`src/rtl/ram512_loader.sv`:
```
// rtl/ram512_loader.sv - packs a byte stream into RAM words, then reads them back and verifies a checksum
module ram512_loader #(
  parameter int ADDR_W = 9,
  parameter int DATA_W = 16
) (
  input  logic              clk,
  input  logic              reset,
  input  logic              start,
  input  logic [ADDR_W-1:0] length,
  input  logic [7:0]        byte_in,
  input  logic              byte_valid,
  output logic              byte_ready,
  output logic [DATA_W-1:0] ram_data,
  output logic              ram_load,
  output logic [ADDR_W-1:0] ram_address,
  input  logic [DATA_W-1:0] ram_out,
  output logic              busy,
  output logic              done,
  output logic              error
);

  localparam logic [2:0] S_IDLE    = 3'd0;
  localparam logic [2:0] S_FILL_HI = 3'd1;
  localparam logic [2:0] S_FILL_LO = 3'd2;
  localparam logic [2:0] S_WRITE   = 3'd3;
  localparam logic [2:0] S_VERIFY  = 3'd4;
  localparam logic [2:0] S_DONE    = 3'd5;

  // Counters are one bit wider than the address so a full 2**ADDR_W load is representable.
  localparam logic [ADDR_W:0] DEPTH = {1'b1, {ADDR_W{1'b0}}};
  localparam logic [ADDR_W:0] ONE   = {{ADDR_W{1'b0}}, 1'b1};

  logic [2:0]        state;
  logic [ADDR_W:0]   n_words;
  logic [ADDR_W:0]   idx;
  logic [7:0]        hi_byte;
  logic [DATA_W-1:0] wsum;
  logic [DATA_W-1:0] rsum;

  logic [ADDR_W:0]   idx_next;
  logic [DATA_W-1:0] rsum_next;

  assign idx_next   = idx + ONE;
  assign rsum_next  = rsum + ram_out;

  assign byte_ready = (state == S_FILL_HI) || (state == S_FILL_LO);
  assign ram_load   = (state == S_WRITE);
  assign busy       = (state != S_IDLE);
  assign done       = (state == S_DONE);

  always_ff @(posedge clk) begin
    if (reset) begin
      state       <= S_IDLE;
      n_words     <= '0;
      idx         <= '0;
      hi_byte     <= '0;
      wsum        <= '0;
      rsum        <= '0;
      ram_data    <= '0;
      ram_address <= '0;
      error       <= 1'b0;
    end else begin
      case (state)
        S_IDLE: begin
          if (start) begin
            n_words <= (length == '0) ? DEPTH : {1'b0, length};
            idx     <= '0;
            wsum    <= '0;
            rsum    <= '0;
            error   <= 1'b0;
            state   <= S_FILL_HI;
          end
        end
        S_FILL_HI: begin
          if (byte_valid) begin
            hi_byte <= byte_in;
            state   <= S_FILL_LO;
          end
        end
        S_FILL_LO: begin
          // Address and data change only here, so they stay put while the next word is filling.
          if (byte_valid) begin
            ram_data    <= {hi_byte, byte_in};
            ram_address <= idx[ADDR_W-1:0];
            state       <= S_WRITE;
          end
        end
        S_WRITE: begin
          wsum <= wsum + ram_data;
          if (idx == n_words - ONE) begin
            idx         <= '0;
            ram_address <= '0;
            state       <= S_VERIFY;
          end else begin
            idx   <= idx_next;
            state <= S_FILL_HI;
          end
        end
        S_VERIFY: begin
          // idx counts verify cycles; ram_out reflects the address driven one cycle earlier.
          if (idx != '0) rsum <= rsum_next;
          if (idx_next < n_words) ram_address <= idx_next[ADDR_W-1:0];
          if (idx == n_words) begin
            error <= (rsum_next != wsum);
            state <= S_DONE;
          end else begin
            idx <= idx_next;
          end
        end
        S_DONE: begin
          state <= S_IDLE;
        end
        default: begin
          state <= S_IDLE;
        end
      endcase
    end
  end

endmodule

```
`config.mk`:
```
export PLATFORM = sky130hd
export DESIGN_NAME = ram512_loader
export DESIGN_NICKNAME = d
export VERILOG_FILES = /design/src/rtl/ram512_loader.sv
export SDC_FILE = /design/constraint.sdc
export NUM_CORES = 1
export LEC_CHECK = 0
export BUFFER_PORTS_ARGS = -buffer_cell sky130_fd_sc_hd__buf_2
export CAP_MARGIN = 20
export CORE_MARGIN = 2
export CORE_UTILIZATION = 60
export DETAILED_ROUTE_END_ITERATION = 12
export PLACE_DENSITY = 0.81
export RECOVER_POWER = 50
export SLEW_MARGIN = 30
export SYNTH_ARGS = -nofsm -noshare
export SYNTH_HDL_FRONTEND = slang
export SYNTH_SLANG_ARGS = --single-unit
```
`constraint.sdc`:
```
create_clock -name clk -period 3.3 [get_ports clk]
set_clock_uncertainty 0.15 [all_clocks]
set_input_delay 0.66 -clock clk [delete_from_list [all_inputs] [get_ports clk]]
set_output_delay 0.66 -clock clk [all_outputs]
set_load 0.01 [all_outputs]
```
==> impl_metrics.toml, run 1 <==
[run_status]
status = "completed"

[power_and_ir_drop]
p_int_mw = 1.584
p_total_mw = 2.245
leakage_nw = 2.784
p_clk_share_pct = 33.8
p_per_area_nw_per_um2 = 340.0
vdd_ir_drop_max_v = 0.0003383
seqPwrFrac_pct = 50.3
p_sw_share_pct = 29.44
comb_power_share_pct = 15.9
p_sw_mw = 0.6607

[layout]
final_common_cell = "nand2_1"
utilization_pct = 67.85
areaGrowthSynthToFinish_pct = 10.47
antenna_cells = 0
final_layout_size_suffix_gt1_share_pct = 11.43
final_cell_mix = "nand2_1 (95), dfxtp_1 (89), a21oi_1 (77)"
nets = 891

[critical_path]
crit_path_end_kind = "flip-flop"
cp_max_fo = 6
crit_slowest_cell = "dfxtp_1"
crit_required_ps = 3440
cp_top_family = "compound AO/OA/AOI/OAI gates"
path_class = "flip-flop to flip-flop"
cp_num_buf_inv = 3
cpMostUsedCell = "and3_1"
crit_chain = "buf_4 > ha_1 > and3_1 > and3_1 > and3_1 > xor2_1 > ha_1 > inv_1 > a31oi_1 > o31ai_4 > buf_4 > a21oi_1 > a211oi_2"
cp_slowest_stage_delay_ps = 380
worstPathArrival_ps = 3270
cp-start-kind = "flip-flop"

[clock_tree]
hold_buffers = 0
cts_setup_buffers = 0
clk_pin_slew_worst_paths_ps = 90
clkSinkCount = 89
clockBufferDepth = 2
cts_tree = "yes"
insertion_delay_ps = 380
clock-root-buffer = "clkbuf_8"
h-tree-depth = 3
cts_buffers = 9
ctsResizeCount = 0

[global_route]
grtUsageTotal_pct = 28.05
grt_antenna_before_repair = 0
gr-total-overflow = 0
grt_first_pass_wirelength_um = 25280
first_global_vias = 5410
grt_max_degree = 38

[logic_synthesis]
ys_warn_count = 0
synth_seq_cells = 89
syn_inst = 752
yosysUniqueCellTypes = 54
synth_edf_count = 0
synth_flop_cell = "dfxtp_1"
synth_area_um2 = 5976
ys_seq_area_share_pct = 29.82
async_flop_share_pct = 0
syn_area_per_cell_um2 = 7.946
syn_nets = 834

[timing]
finalCritPeriodShare_pct = 94.77
rsz0062_at_grt = "no"
worst_pin_slew_ps = 854.9
fin_crit_ps = 3127
slew_headroom_pct = 42.80
hold_viol = 0
slew_violations = 0
finalSetupViolations = 0
fin_tns_setup_ps = 0
clock.fmax_mhz = 319.8

[floorplanning]
die_w_um = 103.8
die_area_um2 = 10770
start_util_pct = 61.42
boundaryPins = 67
row_count = 36
die_h_um = 103.8
core_um2 = 9729

[placement]
dp_hpwl_um = 11410
gp_congestion = 0.9700
numPortBuffers = 66

[detailed_routing]
avgViaCountPerCell = 5.944
drtIter0Drc = 329
drt_pre_antenna_iters = 7
wl_um = 14820
num_vias = 5629
ant_nets = 0
wire_per_inst_um = 15.64
drc = 0

[job]
drv_cap = 0

[hold_path]
min_path_type = "flip-flop to flip-flop"
power by group through the flow:
| stage | Combinational (mW) | Clock (mW) | Sequential (mW) |
|---|---|---|---|
| 3_3_place_gp | 0.342 | 0 | 1.15 |
| 2_1_floorplan | 0.258 | 0 | 1.15 |
| 5_1_grt | 0.392 | 0.812 | 1.13 |
| 3_5_place_dp | 0.353 | 0 | 1.15 |
| 4_1_cts | 0.357 | 0.767 | 1.13 |
| 6_report | 0.358 | 0.758 | 1.13 |
sequential cells by signal (all words and copies together), names as in the netlist:
signal,cells
ram_address,9
error,1
ram_data,16
state,3
wsum,16
idx,10
n_words,10
hi_byte,8
rsum,16
cells by family (layout without fill, tap and decap cells):
kind of cell	after synthesis	in the layout	share of synthesized area (%)
AOI/OAI and AO/OA	199	199	21.88
xor gates and xnor gates	70	70	10.26
adders and majority gates	45	45	9.673
buffers and inverters	63	125	4.397
DFF	89	89	29.82
muxes	11	11	1.884
and+or+nand+nor	275	275	22.09
stage by stage:
stage | worst slack (ps) | std cells | hold WS, ps | instance area (um2)
floorplan | 322.2 | 752 | 281.2 | 5976
global placement | 63.20 | 931 | 292.7 | 6439
detailed placement | -89.88 | 931 | 297.8 | 6439
CTS | 211.4 | 947 | 310.8 | 6638
global route | 30.66 | 947 | 336.0 | 6601
finish | 172.7 | 947 | 312.4 | 6601
worst paths after layout:
kind	from	endpoint	slack (ps)	cells after the start
min reg2reg	hi_byte[0]	ram_data[8]	310	2
max	idx[0]	ram_address[8]	170	13
max reg2reg	idx[0]	ram_address[8]	170	13
min	hi_byte[0]	ram_data[8]	310	2
synthesized netlist by cell type, types with 10 or more instances:
master	number	share of area, %
nor3_1	12	1.0
a21oi_1	77	6.4
nor2_1	76	4.8
ha_1	43	9.0
xor2_1	39	5.7
clkbuf_1	32	2.0
nand3_1	21	1.8
a21o_1	11	1.4
inv_1	25	1.6
a22oi_1	19	2.4
nand2_1	95	6.0
o21ai_0	26	2.2
dfxtp_1	89	30
and3_1	10	1.0
xnor2_1	31	4.5
layer usage:
metal	vias to the layer above	part of all wire, %	GRT usage [%]
li1	2770	-	-
met1	2612	46	38.35
met2	214	45	45.08
met3	33	6.6	5.035
met4	0	2.1	8.977
met5	-	0	0
worst register-to-register path, delay by kind of cell, from the launching register on:
kind,cells,cell delay [ps]
AOI/OAI and AO/OA,4,670
xor gates and xnor gates,1,260
adders and majority gates,2,560
buffers and inverters,3,410
DFF,1,380
and+or+nand+nor,3,630
layout make-up:
| type | instances | area [um2] |
|---|---|---|
| fill | 822 | 3128 |
| inverter | 25 | 93.84 |
| tap | 133 | 166.4 |
| sequential | 89 | 1782 |
| clock inverter | 4 | 33.78 |
| timing repair buffer | 84 | 429.2 |
| multi-input combinational | 600 | 3931 |
| clock buffer | 12 | 165.2 |
(Power assumes the default switching activity.)
==> run 2, diff against run 1 <==
CORE_MARGIN = unset   (was 2)
==> impl_metrics.toml, run 2 (same netlist as run 1, synthesis figures left out) <==
[run_status]
status = "completed"

[layout]
areaGrowthSynthToFinish_pct = 10.68
reg.largest.list = "ram_data: 16 flops, rsum: 16 flops, wsum: 16 flops"
antenna_cells = 0
final_layout_size_suffix_gt1_share_pct = 11.93
nets = 890
final_common_cell = "nand2_1"
final_cell_mix = "nand2_1 (95), dfxtp_1 (87), a21oi_1 (77)"
final_cells = 946
fin_area_um2 = 6614
fillerInstances = 840

[critical_path]
cp_slowest_stage_delay_ps = 400
cpMostUsedCell = "and3_1"
crit_slowest_cell = "o31ai_4"
crit_required_ps = 3400
path_class = "flip-flop to flip-flop"
cp-start-kind = "flip-flop"
cp_max_fo = 5
crit_path_end_kind = "flip-flop"
worstPathArrival_ps = 3280
crit_chain = "buf_4 > ha_1 > and3_1 > and3_1 > and3_1 > xor2_1 > ha_1 > inv_1 > a31oi_2 > o31ai_4 > and2_4 > buf_4 > a211oi_2"

[placement]
dp_cells = 930
numPortBuffers = 66
gp_congestion = 0.9440
dp_hpwl_um = 11250
placed_area_um2 = 6431

[detailed_routing]
wire_per_inst_um = 15.81
drt_pre_antenna_iters = 5
wl_um = 14960
avgViaCountPerCell = 5.930
drc = 0
num_vias = 5610
ant_nets = 0
drtIter0Drc = 301

[floorplanning]
core_um2 = 9729
start_util_pct = 61.42
boundaryPins = 67
die_h_um = 101.8
die_area_um2 = 10360
row_count = 36
die_w_um = 101.8

[timing]
slew_headroom_pct = 37.03
clock.fmax_mhz = 314.8
fin_crit_ps = 3177
hold_viol = 0
finalCritPeriodShare_pct = 96.27
finalSetupViolations = 0
worst_pin_slew_ps = 941.0
slew_violations = 0

[clock_tree]
clk_pin_slew_worst_paths_ps = 90
h-tree-depth = 3
clock-root-buffer = "clkbuf_8"
cts_buffers = 9
cts_tree = "yes"
cts_setup_buffers = 0
insertion_delay_ps = 390
hold_buffers = 0
clkSinkCount = 89
clockBufferDepth = 2

[global_route]
grt_antenna_before_repair = 0
first_global_vias = 5162
gr-total-overflow = 0
grt_max_degree = 38
grtUsageTotal_pct = 30.15
grt_first_pass_wirelength_um = 24330

[hold_path]
min_path_type = "flip-flop to flip-flop"

[job]
drv_cap = 0

[power_and_ir_drop]
vdd_ir_drop_max_v = 0.0004812
p_total_mw = 2.263
p_per_area_nw_per_um2 = 342.1
leakage_nw = 2.781
[run 2: cell types whose count changed in the layout (fill, tap and decap cells not counted), sizes merged]
| cell | change |
|---|---|
| buf | -1 |
| bufinv | +1 |
| clkbuf | -1 |
[run 2: through the flow]
stage               setup TNS (ps)  worst slack [ps]  hold WS [ps]  utilization [%]
finish                           0             123.0         314.7            67.98
global route                -21.94            -9.487         337.4            67.98
CTS                              0             146.3         313.8            68.11
detailed placement          -23.05            -23.05         299.9            66.10
global placement                 0             58.32         293.2            66.10
floorplan                        0             322.2         281.2                -
[run 2: what timing repair did]
| action | 4_1_cts | 5_1_grt |
|---|---|---|
| gates resized for setup | 0 | 8 |
| endpoints found under the hold margin | 0 | 0 |
| endpoints found under the setup margin | 0 | 5 |
[run 2: metal layers]
layer	vias to the layer above	track usage [%]	part of all wire, %
li1	2781	-	-
met1	2621	40.47	46
met2	185	47.19	46
met3	23	8.006	6.7
met4	0	9.365	1.5
met5	-	0	0
[run 2: area by class of cell]
cell class                      instances  area [um2]  share of cell area (%)
Multi-Input combinational cell        600        3949                   59.70
Sequential cell                        89        1784                   26.98
Timing Repair Buffer                   83       425.4                   6.432
Tap cell                              133       166.4                   2.516
Clock buffer                           11       131.4                   1.986
Inverter                               25       93.84                   1.419
Clock inverter                          5       63.81                  0.9648
[run 2: power breakdown]
group	internal (mW)	switching (mW)	leakage [nW]	total (mW)
logic	0.144	0.215	1.97	0.359
registers	1.10	0.0308	0.721	1.13
clock network	0.357	0.417	0.0945	0.775
[run 2: worst paths after layout]
path / from / end / slack (ps) / cells past startpoint
hold / removal: hi_byte[5] / ram_data[13] / 310 / 2
setup reg to reg: idx[0] / ram_address[5] / 120 / 13
hold reg to reg: hi_byte[5] / ram_data[13] / 310 / 2
setup / recovery: idx[0] / ram_address[5] / 120 / 13
[run 2: worst max-delay path, delay by kind of cell, from the launching register on]
kind / cells / cell delay [ps]
xor+xnor: 1 / 230
flops: 1 / 340
buf+inv: 3 / 370
simple gates: 4 / 880
compound gates: 3 / 520
fa+ha+maj: 2 / 550
